--- config.mk ---
export PLATFORM = sky130hd
export DESIGN_NAME = bcd_scan_driver
export DESIGN_NICKNAME = d
export VERILOG_FILES = /design/src/rtl/bcd_scan_driver.sv
export SDC_FILE = /design/constraint.sdc
export NUM_CORES = 1
export LEC_CHECK = 0
export BUFFER_PORTS_ARGS = -buffer_cell sky130_fd_sc_hd__buf_2
export CORE_MARGIN = 3
export CORE_UTILIZATION = 58
export DETAILED_ROUTE_END_ITERATION = 16
export PLACE_DENSITY = 0.77
export SYNTH_ARGS = -nofsm -noshare
export SYNTH_HDL_FRONTEND = slang
export SYNTH_SLANG_ARGS = --single-unit
--- constraint.sdc ---
create_clock -name clk -period 2.8 [get_ports clk]
set_input_delay 0.28 -clock clk [delete_from_list [all_inputs] [get_ports clk]]
set_output_delay 0.28 -clock clk [all_outputs]
set_load 0.005 [all_outputs]
--- src/rtl/bcd_scan_driver.sv ---
// Binary-to-BCD converter (double dabble, one bit per cycle) feeding a
// time-multiplexed seven-segment scanner with optional leading-zero blanking.
module bcd_scan_driver #(
    parameter int WIDTH    = 16,
    parameter int DIGITS   = 5,
    parameter int SCAN_DIV = 50000
) (
    input  logic                  clk,
    input  logic                  rst_n,
    input  logic                  load,
    input  logic [WIDTH-1:0]      value,
    input  logic                  blank_en,
    output logic                  busy,
    output logic                  bcd_valid,
    output logic [4*DIGITS-1:0]   bcd,
    output logic [3:0]            digit_data,
    output logic [DIGITS-1:0]     digit_sel
);

    localparam int ACC_W = 4 * DIGITS;
    localparam int CNT_W = $clog2(WIDTH + 1);
    localparam int PS_W  = (SCAN_DIV > 1) ? $clog2(SCAN_DIV) : 1;
    localparam int IDX_W = (DIGITS > 1) ? $clog2(DIGITS) : 1;

    typedef enum logic [1:0] {IDLE, SHIFT, DONE} state_t;

    state_t             state;
    logic [CNT_W-1:0]   cnt;
    logic [ACC_W-1:0]   acc;
    logic [WIDTH-1:0]   sr;
    logic [PS_W-1:0]    presc;
    logic [IDX_W-1:0]   idx;
    logic [DIGITS-1:0]  blank;
    logic               zero_above;

    // Add-3 correction on every nibble >= 5, then shift {acc, bin} left by one.
    function automatic logic [ACC_W+WIDTH-1:0] dabble_step(
        input logic [ACC_W-1:0] acc_in,
        input logic [WIDTH-1:0] bin_in
    );
        logic [ACC_W-1:0] adj;
        adj = acc_in;
        for (int d = 0; d < DIGITS; d++) begin
            if (adj[4*d +: 4] >= 4'd5)
                adj[4*d +: 4] = adj[4*d +: 4] + 4'd3;
        end
        return {adj, bin_in} << 1;
    endfunction

    always_ff @(posedge clk or negedge rst_n) begin
        if (!rst_n) begin
            state     <= IDLE;
            cnt       <= '0;
            busy      <= 1'b0;
            bcd_valid <= 1'b0;
            bcd       <= '0;
        end else begin
            bcd_valid <= 1'b0;
            case (state)
                IDLE: begin
                    if (load) begin
                        cnt   <= '0;
                        busy  <= 1'b1;
                        state <= SHIFT;
                    end
                end
                SHIFT: begin
                    cnt <= cnt + 1'b1;
                    if (cnt == CNT_W'(WIDTH - 1))
                        state <= DONE;
                end
                DONE: begin
                    bcd       <= acc;
                    bcd_valid <= 1'b1;
                    busy      <= 1'b0;
                    state     <= IDLE;
                end
                default: state <= IDLE;
            endcase
        end
    end

    // Shift datapath carries no reset; it is always reloaded when a load is accepted.
    always_ff @(posedge clk) begin
        if (state == IDLE && load) begin
            sr  <= value;
            acc <= '0;
        end else if (state == SHIFT) begin
            {acc, sr} <= dabble_step(acc, sr);
        end
    end

    always_ff @(posedge clk or negedge rst_n) begin
        if (!rst_n) begin
            presc <= '0;
            idx   <= '0;
        end else if (presc == PS_W'(SCAN_DIV - 1)) begin
            presc <= '0;
            idx   <= (idx == IDX_W'(DIGITS - 1)) ? '0 : idx + 1'b1;
        end else begin
            presc <= presc + 1'b1;
        end
    end

    // A digit is blank when it and every more significant digit are zero.
    always_comb begin
        zero_above = 1'b1;
        blank      = '0;
        digit_sel  = '1;
        digit_data = 4'h0;
        for (int i = DIGITS - 1; i >= 0; i--) begin
            zero_above = zero_above & (bcd[4*i +: 4] == 4'h0);
            blank[i]   = blank_en && (i > 0) && zero_above;
        end
        for (int i = 0; i < DIGITS; i++) begin
            if (idx == IDX_W'(i)) begin
                digit_sel[i] = 1'b0;
                digit_data   = blank[i] ? 4'hF : bcd[4*i +: 4];
            end
        end
    end

endmodule

=== Yosys cells after proc, flatten, opt, wreduce, memory -nomap -nowiden ===
Index checks and enable logic that the tools add are counted.

* Register bits after elaboration: 84
* Bits in latches: 0
* RAM bits: 0
* Bits in read-only memories: 0
* Bits of input ports: 20
* Logic and storage cells: 83
* Memories: 0

* $add $sub $neg: 8
* Multiply operators: 0
* Div/mod/pow operators: 0
* Order comparisons: 5
* Equality and inequality tests: 10
* Shift-type cells: 0
* Muxes and demuxes: 31
* Bitwise operators: 3
* Reductions and logical operators: 17

{| class="wikitable"
|+ Operators by type and width
! operator !! count
|-
| 2-to-1 mux 4 bit || 13
|-
| 2-to-1 mux 16 bit || 3
|-
| greater-or-equal comparator 4 x 3 -> 1 bit, second input constant || 5
|-
| adder 16 x 1 -> 16 bit, second input constant || 1
|-
| adder 4 x 2 -> 4 bit, second input constant || 4
|-
| == test 16 bit, second input constant || 1
|-
| logical NOT 4 bit || 4
|-
| case mux 5 bit (2 select lines) || 1
|-
| 2-to-1 mux 1 bit || 7
|-
| == test 3 x 2 -> 1 bit, second input constant || 2
|-
| 2-to-1 mux 3 bit || 2
|-
| AND reduction 2 bit || 3
|-
| nonzero test 2 bit || 3
|-
| adder 5 x 1 -> 5 bit, second input constant || 1
|-
| == test 5 x 4 -> 1 bit, second input constant || 1
|-
| logical AND 1 bit || 5
|-
| 2-to-1 mux 5 bit || 1
|-
| 2-to-1 mux 2 bit || 2
|-
| != test 2 bit, second input constant || 2
|-
| case mux 2 bit (2 select lines) || 1
|-
| adder 3 x 1 -> 3 bit, second input constant || 1
|-
| adder 3 x 2 -> 3 bit, second input constant || 1
|-
| bitwise AND 1 bit || 3
|-
| == test 3 x 1 -> 1 bit, second input constant || 1
|-
| other kinds (6) || 6
|}

=== Logic depth before layout (Yosys ltp) ===
Gate-level depths: netlist (run 1).

* Depth in word-level cells: 10
* Mapped depth: 7
* Mapped depth without buffers: 7

=== Least setup slack after synthesis (run 1) ===
OpenSTA, ideal clock, no wires.

* Path type: reg-to-output
* Start point: reg idx[1]
* End point: out digit_data[0]
* Data arrival time: 1.910 ns
* Required time: 2.520 ns
* Slack: 0.610 ns
* Stages on the path, launching flop included: 8
* Path buffers: 1
* Cells stage by stage: dfrtp_1 -> inv_1 -> ha_1 -> clkbuf_1 -> or4b_1 -> nor4_4 -> a21oi_2 -> o41ai_2

* Word-level cells in the longest chain between the ends: 6
* Elaborated cells between the ends (all ways): 10

{| class="wikitable"
|+ RTL lines
! what !! RTL line !! text
|-
| start, declared || 32 || <nowiki>logic [IDX_W-1:0] idx;</nowiki>
|-
| start signal, assigned || 99 || <nowiki>idx <= (idx == IDX_W'(DIGITS - 1)) ? '0 : idx + 1'b1;</nowiki>
|-
| logical NOT 3 bit || 116 || <nowiki>if (idx == IDX_W'(i)) begin</nowiki>
|-
| 2-to-1 mux 4 bit (4 in a row) || 116 ||
|-
| 2-to-1 mux 4 bit (*) || 116 ||
|-
| end, declared || 16 || <nowiki>output logic [3:0] digit_data,</nowiki>
|}

Mark *: on every way between the ends. The rest lies on a longest branch, timed or not.

=== Final worst setup path (run 1) ===
* Start point: reg idx[1]
* End point: out digit_data[3]

The elaborated chain is that of the path after synthesis.

==> summary.md, run 1 <==
| Metric | Value |
|---|---|
| Slowest-stage cell, CP | `or4b_4` |
| Endpoint type of the worst setup path | `primary output` |
| Actual slew at the worst max-slew pin | `1.06 ns` |
| Critical path startpoint category | `flop` |
| Leakage power | `2.18 nW` |
| Clk buf depth | `2` |
| # placed instances | `582` |
| CTS tree | `built` |
| Synth cell types | `47` |
| Mapped Cells | `446` |
| Critical path type | `flop to primary output` |
| Post-Synth Adder-Cell Area | `5.31%` |
| Syn avg cell area | `9.50 um^2` |
| Number of port buffers | `50` |
| Worst skew pair latency | `0.35 ns` |
| Worst Setup Slack, final | `0.0823 ns` |
| Hold Buf Count CTS | `0` |
| Clk root buf | `clkbuf_8` |
| Slew margin rel. | `29.0%` |
| Final Hold Fails | `0` |
| Synth Register Bits | `84` |
| DRC Markers | `0` |
| Max Fclk | `368 MHz` |
| Critical path peak fanout | `10` |
| Post-Synth XOR/XNOR Area | `4.13%` |
| Fin util | `70.0%` |
| Core Area | `6940 um^2` |
| Vias in the first global route | `3148` |
| Post-Syn Area | `4240 um^2` |
| Layout Cells excl Fill | `600` |
| Share of layout cells above drive strength 1 | `20.8%` |
| Worst-path clk slew | `0.09 ns` |
| # diodes | `0` |
| Unrepaired setup endpoints after global routing | `true` |
| Initial cell density of the core | `61.0%` |
| MaxCap Viol Count | `0` |
| Slew Limit Fails | `0` |
| Synth top area share | `28.3%` |
| Gr usage total | `22.0%` |
| Worst path cell trace | `inv_2, ha_4, or4b_4, nor4_4, a21oi_1, o41ai_2, buf_2` |
| Pwr/cell area | `985 nW/um^2` |
| Largest family of logic cells by synthesized area | `simple AND/OR/NAND/NOR gates` |
| First-pass GRT wire length | `15000 um` |
| Post-synthesis compound-gate area fraction | `11.9%` |
| Worst hold slack | `0.109 ns` |
| Commonest non-fill, non-tap cell in the layout | `nand2_1` |
| Sequential share of the synthesized area | `49.1%` |
| Largest net degree at the start of global routing | `49` |
| HPWL Detailed | `6280 um` |
| First-pass detailed-route iteration total | `4` |
| Fin crit share | `97.1%` |
| Tmin final | `2.72 ns` |
| Final setup fails | `0` |
| Worst EP arrival | `2.44 ns` |
| Initial antenna violation count | `0` |
| Synth Area in Simple Gates | `21.6%` |
| Die Ht | `91.5 um` |
| Setup TNS Final | `0 ns` |
| Die area | `8370 um^2` |
| Total grt overflow | `0` |
| Most used cells in the layout excluding fill and tap cells | `79 x nand2_1, 50 x buf_2, 48 x dfrtp_1, 43 x o21ai_0, 24 x nand3_1` |
| Hold Crit Class | `primary input to asynchronous set/reset pin` |
| Placer Congestion | `0.853` |
| Synth Flop Type | `dfrtp_1` |
| Post-route ant nets | `0` |
| Num CTS Buffers | `9` |
| Outcome | `complete, no violations` |
| Placement Rows | `30` |
| Ports | `51` |
| Crit path largest cell delay | `0.49 ns` |
| Clock sink count | `84` |
| Vias | `3389` |
| Net Count, Synth | `484` |
| H-Tree Depth | `3` |
| Multiplexer share of the synthesized area | `4.22%` |
| Post-synth EDFFs | `16` |
| Area Overhead vs Synth | `14.8%` |
| Die Width | `91.5 um` |
| Leading post-synthesis cells by cell area | `dfrtp_1 28%, edfxtp_1 11%, dfxtp_1 9.4%` |
| Synth area leader | `dfrtp_1` |
| Vias/cell | `5.65` |
| Yosys warning count | `0` |
| Peak VDD IR | `0.680 mV` |
| DRT iter0 DRCs | `195` |
| WP data required | `2.52 ns` |
| Final net count | `537` |
| Fin Clk Skew | `0.0145 ns` |
| Post-Place Setup Slack | `0.421 ns` |
| FFs w/ async S/R, synth | `57.1%` |
| Routed WL | `9000 um` |
| WL/cell | `15.0 um` |
cell type report:
cell class / count / area (um^2)
clock buffers: 10 / 149
clock inverters: 6 / 75.1
fillers: 546 / 2080
inverters: 24 / 90.1
multi-input cells: 321 / 2030
flip-flops and latches: 84 / 2080
well taps: 96 / 120
repair buffers: 59 / 318
registers in the layout, summed over array words and instances (netlist names):
signal     cells
acc           20
bcd           20
bcd_valid      1
busy           1
cnt            5
idx            3
presc         16
sr            16
state          2
worst max-delay path: cells and delay by family, from the launching register on:
kind / cells / cell delay (ns)
buf+inv: 2 / 0.26
compound gates: 2 / 0.38
simple gates: 2 / 0.88
flops: 1 / 0.40
fa+ha+maj: 1 / 0.18
kinds of logic (layout without fill, tap and decap cells):
| logic type | Yosys count | in the layout |
|---|---|---|
| xor+xnor | 20 | 20 |
| simple gates | 183 | 183 |
| compound gates | 84 | 84 |
| buf+inv | 41 | 99 |
| flops | 84 | 84 |
| fa+ha+maj | 18 | 18 |
| mux | 16 | 16 |
per-stage QoR:
stage          total power, mW  cell area, um^2
2_1_floorplan             3.25             4240
3_3_place_gp              3.77             4600
3_5_place_dp              3.85             4600
4_1_cts                   4.81             4820
5_1_grt                   5.16             4860
6_report                  4.79             4860
cells in the mapped netlist, types with 15 or more instances:
cell type,instances
mux2_2,15
dfrtp_1,48
dfxtp_1,20
nor2_1,19
ha_1,18
nand3_1,24
o21ai_0,43
edfxtp_1,16
inv_1,24
clkbuf_1,15
nand2_1,79
a21oi_1,21
what timing repair did:
action,CTS,global route
setup buffers,0,2
setup endpoints to repair,0,4
resized for setup,0,7
routing by layer:
| metal | GRT usage [%] | part of all wire, % |
|---|---|---|
| met2 | 34.8 | 47 |
| met5 | 0 | 0 |
| met1 | 31.1 | 48 |
| met4 | 7.04 | 0.94 |
| met3 | 3.56 | 4.3 |
report_power, final:
group	switching (mW)	internal (mW)	total, mW
sequential	0.391	1.75	2.14
clock	0.466	0.482	0.948
combinational	0.948	0.754	1.70
total	1.80	2.98	4.79
final timing paths:
| kind | from | to | slack (ns) | cells past startpoint |
|---|---|---|---|---|
| max | idx[1] | digit_data[3] | 0.08 | 7 |
| min | rst_n | bcd[18] | 0.11 | 1 |
| max reg2reg | presc[0] | presc[9] | 1.00 | 5 |
| min reg2reg | sr[15] | acc[0] | 0.46 | 2 |
| max in group asynchronous | rst_n | idx[0] | 2.02 | 1 |
| min in group clk | value[12] | sr[12] | 0.19 | 3 |
(Power assumes the default switching activity.)
==> run 2, diff against run 1 <==
--- a/config.mk
+++ b/config.mk
@@ -6,6 +6,7 @@
 export NUM_CORES = 1
 export LEC_CHECK = 0
 export BUFFER_PORTS_ARGS = -buffer_cell sky130_fd_sc_hd__buf_2
+export CORE_ASPECT_RATIO = 1.5
 export CORE_MARGIN = 3
 export CORE_UTILIZATION = 58
 export DETAILED_ROUTE_END_ITERATION = 16
==> summary.md, run 2 (synthesized netlist as in run 1, its figures left out) <==
| Metric | Value |
|---|---|
| Number of port buffers | `50 (unchanged)` |
| Slew margin rel. | `32.1% (was 29.0%)` |
| Post-route ant nets | `0 (unchanged)` |
| # placed instances | `583 (was 582)` |
| Critical path startpoint category | `flop (unchanged)` |
| Num CTS Buffers | `9 (unchanged)` |
| Tmin final | `2.72 ns (about the same)` |
| DRC Markers | `0 (unchanged)` |
| Total grt overflow | `0 (unchanged)` |
| Die Width | `75.8 um (was 91.5 um)` |
| Net Sw Frac | `37.3% (was 37.7%)` |
| Max Fclk | `367 MHz (was 368 MHz)` |
| Ports | `51 (unchanged)` |
| RR Startpoint | `presc[0] (unchanged)` |
| First-pass GRT wire length | `14600 um (was 15000 um)` |
| Worst path cell trace | `inv_2, ha_4, or4b_4, nor4_4, buf_4, a21oi_2, o41ai_2, buf_2 (was inv_2, ha_4, or4b_4, nor4_4, a21oi_1, o41ai_2, buf_2)` |
| Largest net degree at the start of global routing | `49 (unchanged)` |
| Initial cell density of the core | `60.6% (was 61.0%)` |
| R2R Setup Slk | `0.99 ns (was 1.00 ns)` |
| Routed WL | `8550 um (was 9000 um)` |
| Gr usage total | `22.1% (was 22.0%)` |
| Sequential power share | `46.5% (was 44.7%)` |
| Fin crit share | `97.3% (was 97.1%)` |
| Most used cells in the layout excluding fill and tap cells | `79 x nand2_1, 50 x buf_2, 48 x dfrtp_1, 42 x o21ai_0, 24 x nand3_1 (was 79 x nand2_1, 50 x buf_2, 48 x dfrtp_1, 43 x o21ai_0, 24 x nand3_1)` |
| Die Ht | `111 um (was 91.5 um)` |
| Vias/cell | `5.48 (was 5.65)` |
| Placer Congestion | `0.827 (was 0.853)` |
| Pwr/cell area | `948 nW/um^2 (was 985 nW/um^2)` |
| Worst path top cell family by delay | `simple AND/OR/NAND/NOR gates (unchanged)` |
| First-pass detailed-route iteration total | `4 (unchanged)` |
| Largest registers | `acc: 20 flops, bcd: 20 flops (unchanged)` |
| Die area | `8390 um^2 (was 8370 um^2)` |
| Leakage power | `2.17 nW (was 2.18 nW)` |
| Gate power share | `36.7% (was 35.5%)` |
| Crit path largest cell delay | `0.48 ns (was 0.49 ns)` |
| Area Overhead vs Synth | `13.6% (was 14.8%)` |
| Slowest-stage cell, CP | `or4b_4 (unchanged)` |
| Int Pwr | `2.86 mW (was 2.98 mW)` |
| Hold Crit Class | `primary input to asynchronous set/reset pin (unchanged)` |
| Crit path from | `idx[1] (unchanged)` |
| Tot Pwr | `4.56 mW (was 4.79 mW)` |
| Layout Cells excl Fill | `603 (was 600)` |
| Worst skew pair latency | `0.35 ns (about the same)` |
| H-Tree Depth | `3 (unchanged)` |
| CTS tree | `built (unchanged)` |
| Actual slew at the worst max-slew pin | `1.02 ns (was 1.06 ns)` |
| Final setup fails | `0 (unchanged)` |
| Final Hold Fails | `0 (unchanged)` |
| Clock sink count | `84 (unchanged)` |
| HPWL Detailed | `6230 um (was 6280 um)` |
| WL/cell | `14.2 um (was 15.0 um)` |
| Fin Clk Skew | `0.00660 ns (was 0.0145 ns)` |
| Net Sw Power | `1.70 mW (was 1.80 mW)` |
| Core Area | `6990 um^2 (was 6940 um^2)` |
| Clock power share | `16.8% (was 19.8%)` |
| Slew Limit Fails | `0 (unchanged)` |
| Vias in the first global route | `3195 (was 3148)` |
| Initial antenna violation count | `0 (unchanged)` |
| Vias | `3302 (was 3389)` |
| Worst-path clk slew | `0.08 ns (was 0.09 ns)` |
| Final net count | `539 (was 537)` |
| Clk buf depth | `2 (unchanged)` |
| Outcome | `complete, no violations (unchanged)` |
| Endpoint type of the worst setup path | `primary output (unchanged)` |
| MaxCap Viol Count | `0 (unchanged)` |
| DRT iter0 DRCs | `149 (was 195)` |
| WP data required | `2.52 ns (about the same)` |
| Critical path peak fanout | `4 (was 10)` |
| # diodes | `0 (unchanged)` |
| Commonest non-fill, non-tap cell in the layout | `nand2_1 (unchanged)` |
| Placement Rows | `37 (was 30)` |
| Unrepaired setup endpoints after global routing | `false (was true)` |
| Buf/Inv on CP | `3 (was 2)` |
| Peak VDD IR | `0.599 mV (was 0.680 mV)` |
| Critical path type | `flop to primary output (unchanged)` |
| Share of layout cells above drive strength 1 | `20.0% (was 20.8%)` |
| Worst EP arrival | `2.44 ns (about the same)` |
| Clk root buf | `clkbuf_8 (unchanged)` |
| Setup TNS Final | `0 ns (unchanged)` |
-- run 2: cell count changes in the layout (fill, tap and decap cells not counted), sizes merged --
cell | previous run | this run
clkbuf | 10 | 14
inv | 28 | 24
buf | 59 | 61
clkinv | 0 | 2
bufinv | 1 | 0
clkinvlp | 1 | 0
-- run 2: routing by layer --
metal  share of wire [%]  wire, um  vias to the layer above  GRT usage, %
li1                    -         -                     1667             -
met1                  45      3810                     1558          28.7
met2                  50      4290                       68          35.9
met3                 4.1       353                        9          5.44
met4                 1.1        91                        0          6.42
met5                   0         0                        -             0
-- run 2: power groups by stage --
stage          clock network (mW)  logic, mW  registers (mW)
2_1_floorplan                   0       1.21            2.05
3_3_place_gp                    0       1.64            2.12
3_5_place_dp                    0       1.69            2.15
4_1_cts                     0.783       1.70            2.12
5_1_grt                     0.838       1.93            2.20
6_report                    0.765       1.68            2.12
-- run 2: final cells by class --
| type | instances | area, um^2 |
|---|---|---|
| flip-flops and latches | 84 | 2080 |
| inverters | 24 | 90.1 |
| fillers | 574 | 2170 |
| multi-input cells | 321 | 2020 |
| well taps | 97 | 121 |
| clock buffers | 14 | 163 |
| clock inverters | 2 | 10.0 |
| repair buffers | 61 | 333 |
-- run 2: path summary, 6_finish.rpt --
path / end / cells after the start
worst max-delay path: digit_data[0] / 8
worst min-delay path: presc[9] / 1
worst max register to register: presc[9] / 5
worst min register to register: acc[0] / 2
max in group asynchronous: bcd[19] / 1
min in group clk: sr[3] / 3
-- run 2: worst reg2reg max path, stage by stage (launching register included) --
cell and delay, ns:
dfrtp_1 0.42, ha_1 0.28, and3_1 0.24, and4_1 0.41, o21ai_0 0.15, a22o_1 0.19
-- run 2: what timing repair did --
item,CTS,global route
buffers inserted,0,4
resized for setup,1,4
pin swaps,0,1
hold buffers,0,0
setup endpoints to repair,1,3
-- run 2: per-stage QoR --
step / hold slack [ns] / utilization, % / setup slack (ns) / cell area [um^2]
finish: 0.105 / 68.9 / 0.0758 / 4820
global route: 0.167 / 68.9 / 0.00700 / 4820
CTS: 0.129 / 68.3 / 0.0403 / 4770
detailed placement: 0.448 / 65.8 / 0.367 / 4600
global placement: 0.426 / 65.8 / 0.449 / 4600
floorplan: -0.0156 / - / 0.610 / 4240
==> run 3, diff against run 2 <==
--- a/config.mk
+++ b/config.mk
@@ -11,6 +11,7 @@
 export CORE_UTILIZATION = 58
 export DETAILED_ROUTE_END_ITERATION = 16
 export PLACE_DENSITY = 0.77
+export RECOVER_POWER = 25
 export SYNTH_ARGS = -nofsm -noshare
 export SYNTH_HDL_FRONTEND = slang
 export SYNTH_SLANG_ARGS = --single-unit
==> summary.md, run 3 (synthesized netlist as in run 1, its figures left out) <==
| Metric | Value |
|---|---|
| Outcome | `finished with violations (was complete, no violations)` |
| Failing checks | `max-capacitance violations, max-slew violations` |
| Clock power share | `16.8% (about the same)` |
| Worst Setup Slack, final | `0.0758 ns (unchanged)` |
| R2R Setup Slk | `0.99 ns (about the same)` |
| Fin crit share | `97.3% (unchanged)` |
| Slew margin rel. | `-62.9% (was 32.1%)` |
| Initial antenna violation count | `0 (unchanged)` |
| Tmin final | `2.72 ns (unchanged)` |
| Post-route ant nets | `0 (unchanged)` |
| Net Sw Power | `1.70 mW (about the same)` |
| Gr usage total | `22.1% (unchanged)` |
| Gate power share | `36.7% (about the same)` |
| Filler Cells Inserted | `574 (unchanged)` |
| Core Area | `6990 um^2 (unchanged)` |
| Most used cells in the layout excluding fill and tap cells | `79 x nand2_1, 49 x buf_2, 48 x dfrtp_1, 42 x o21ai_0, 24 x nand3_1 (was 79 x nand2_1, 50 x buf_2, 48 x dfrtp_1, 42 x o21ai_0, 24 x nand3_1)` |
| Worst-path clk slew | `0.08 ns (about the same)` |
| Layout Cells excl Fill | `603 (unchanged)` |
| First-pass detailed-route iteration total | `4 (unchanged)` |
| Critical path peak fanout | `4 (unchanged)` |
| Post-Place Setup Slack | `0.367 ns (unchanged)` |
| Int Pwr | `2.86 mW (about the same)` |
| Vias in the first global route | `3195 (unchanged)` |
| DRT iter0 DRCs | `149 (unchanged)` |
| Placement Rows | `37 (unchanged)` |
| Actual slew at the worst max-slew pin | `2.44 ns (was 1.02 ns)` |
| Initial cell density of the core | `60.6% (unchanged)` |
| DRC Markers | `0 (unchanged)` |
| CTS tree | `built (unchanged)` |
| Placer Congestion | `0.827 (unchanged)` |
| Vias/cell | `5.48 (unchanged)` |
| Unrepaired setup endpoints after global routing | `false (unchanged)` |
| Final net count | `539 (unchanged)` |
| Pwr/cell area | `948 nW/um^2 (about the same)` |
| Endpoint type of the worst setup path | `primary output (unchanged)` |
| Max Fclk | `367 MHz (unchanged)` |
| Tot Pwr | `4.56 mW (about the same)` |
| Vias | `3302 (unchanged)` |
| Fin Clk Skew | `0.00660 ns (unchanged)` |
| Die Width | `75.8 um (unchanged)` |
| Clk buf depth | `2 (unchanged)` |
| Worst EP arrival | `2.44 ns (about the same)` |
| Commonest non-fill, non-tap cell in the layout | `nand2_1 (unchanged)` |
| Share of layout cells above drive strength 1 | `19.8% (was 20.0%)` |
| Number of port buffers | `50 (unchanged)` |
| Setup TNS Final | `0 ns (unchanged)` |
| Slew Limit Fails | `49 (was 0)` |
| WL/cell | `14.2 um (about the same)` |
| # placed instances | `583 (unchanged)` |
| Area Overhead vs Synth | `13.6% (about the same)` |
| Critical path type | `flop to primary output (unchanged)` |
| Ports | `51 (unchanged)` |
| Clock sink count | `84 (unchanged)` |
| Final setup fails | `0 (unchanged)` |
| Final Hold Fails | `0 (unchanged)` |
| Final Cell Area | `4810 um^2 (was 4820 um^2)` |
| Leakage power | `2.17 nW (about the same)` |
| Sequential power share | `46.5% (about the same)` |
| Die area | `8390 um^2 (unchanged)` |
| Critical path startpoint category | `flop (unchanged)` |
| Largest registers | `acc: 20 flops, bcd: 20 flops (unchanged)` |
| Largest net degree at the start of global routing | `49 (unchanged)` |
| Die Ht | `111 um (unchanged)` |
| First-pass GRT wire length | `14600 um (unchanged)` |
| Total grt overflow | `0 (unchanged)` |
| HPWL Detailed | `6230 um (unchanged)` |
| # diodes | `0 (unchanged)` |
| Peak VDD IR | `0.599 mV (about the same)` |
| H-Tree Depth | `3 (unchanged)` |
| WP data required | `2.52 ns (about the same)` |
| Routed WL | `8550 um (about the same)` |
| Worst skew pair latency | `0.35 ns (about the same)` |
| Num CTS Buffers | `9 (unchanged)` |
| Clk root buf | `clkbuf_8 (unchanged)` |
| Net Sw Frac | `37.3% (about the same)` |
| Hold Crit Class | `primary input to flop (was primary input to asynchronous set/reset pin)` |
| Placed inst area | `4600 um^2 (unchanged)` |
| MaxCap Viol Count | `1 (was 0)` |
## run 3: changes by cell type in the layout (fill, tap and decap cells not counted), sizes merged
cell	delta
buf	-1
clkbuf	+1
## run 3: repair_timing
| action | CTS | global route |
|---|---|---|
| setup endpoints to repair | 1 | 3 |
| pin swaps | 0 | 1 |
| resized for setup | 1 | 4 |
| buffers inserted | 0 | 4 |
| hold buffers | 0 | 0 |
## run 3: cell type report
class | count | area, um^2 | area share (%)
Inverter | 24 | 90.1 | 1.87
Timing Repair Buffer | 61 | 332 | 6.89
Clock inverter | 2 | 10.0 | 0.208
Sequential cell | 84 | 2080 | 43.2
Multi-Input combinational cell | 321 | 2020 | 41.9
Clock buffer | 14 | 163 | 3.38
Tap cell | 97 | 121 | 2.52
## run 3: per-layer routing
metal	wire length, um	vias to the layer above	GRT usage, %
met2	4290	68	35.9
met5	0	-	0
met3	352	9	5.44
li1	-	1667	-
met1	3810	1558	28.7
met4	91	0	6.42
## run 3: path summary, 6_finish.rpt
check,from,end,depth (start not counted)
worst max-delay path,idx[1],digit_data[0],8
max in group asynchronous,rst_n,bcd[19],1
worst max register to register,presc[0],presc[9],5
min in group asynchronous,rst_n,presc[9],1
worst min-delay path,value[3],sr[3],3
worst min register to register,sr[15],acc[0],2
## run 3: power groups by stage
stage	clock network (mW)	registers, mW	logic (mW)
4_1_cts	0.783	2.12	1.70
2_1_floorplan	0	2.05	1.21
6_report	0.765	2.12	1.67
3_5_place_dp	0	2.15	1.69
5_1_grt	0.838	2.20	1.93
3_3_place_gp	0	2.12	1.64
## run 3: critical path, cell delays in order (launching register included)
cell,delay [ns]
dfrtp_1,0.41
inv_2,0.11
ha_4,0.16
or4b_4,0.48
nor4_4,0.30
buf_4,0.17
a21oi_2,0.05
o41ai_2,0.27
buf_2,0.16
## run 3: per-stage QoR
stage | utilization (%) | hold slack (ns)
after floorplan | - | -0.0156
after global placement | 65.8 | 0.426
after detailed placement | 65.8 | 0.448
after CTS | 68.3 | 0.129
after global routing | 68.9 | 0.167
final | 68.9 | 0.186
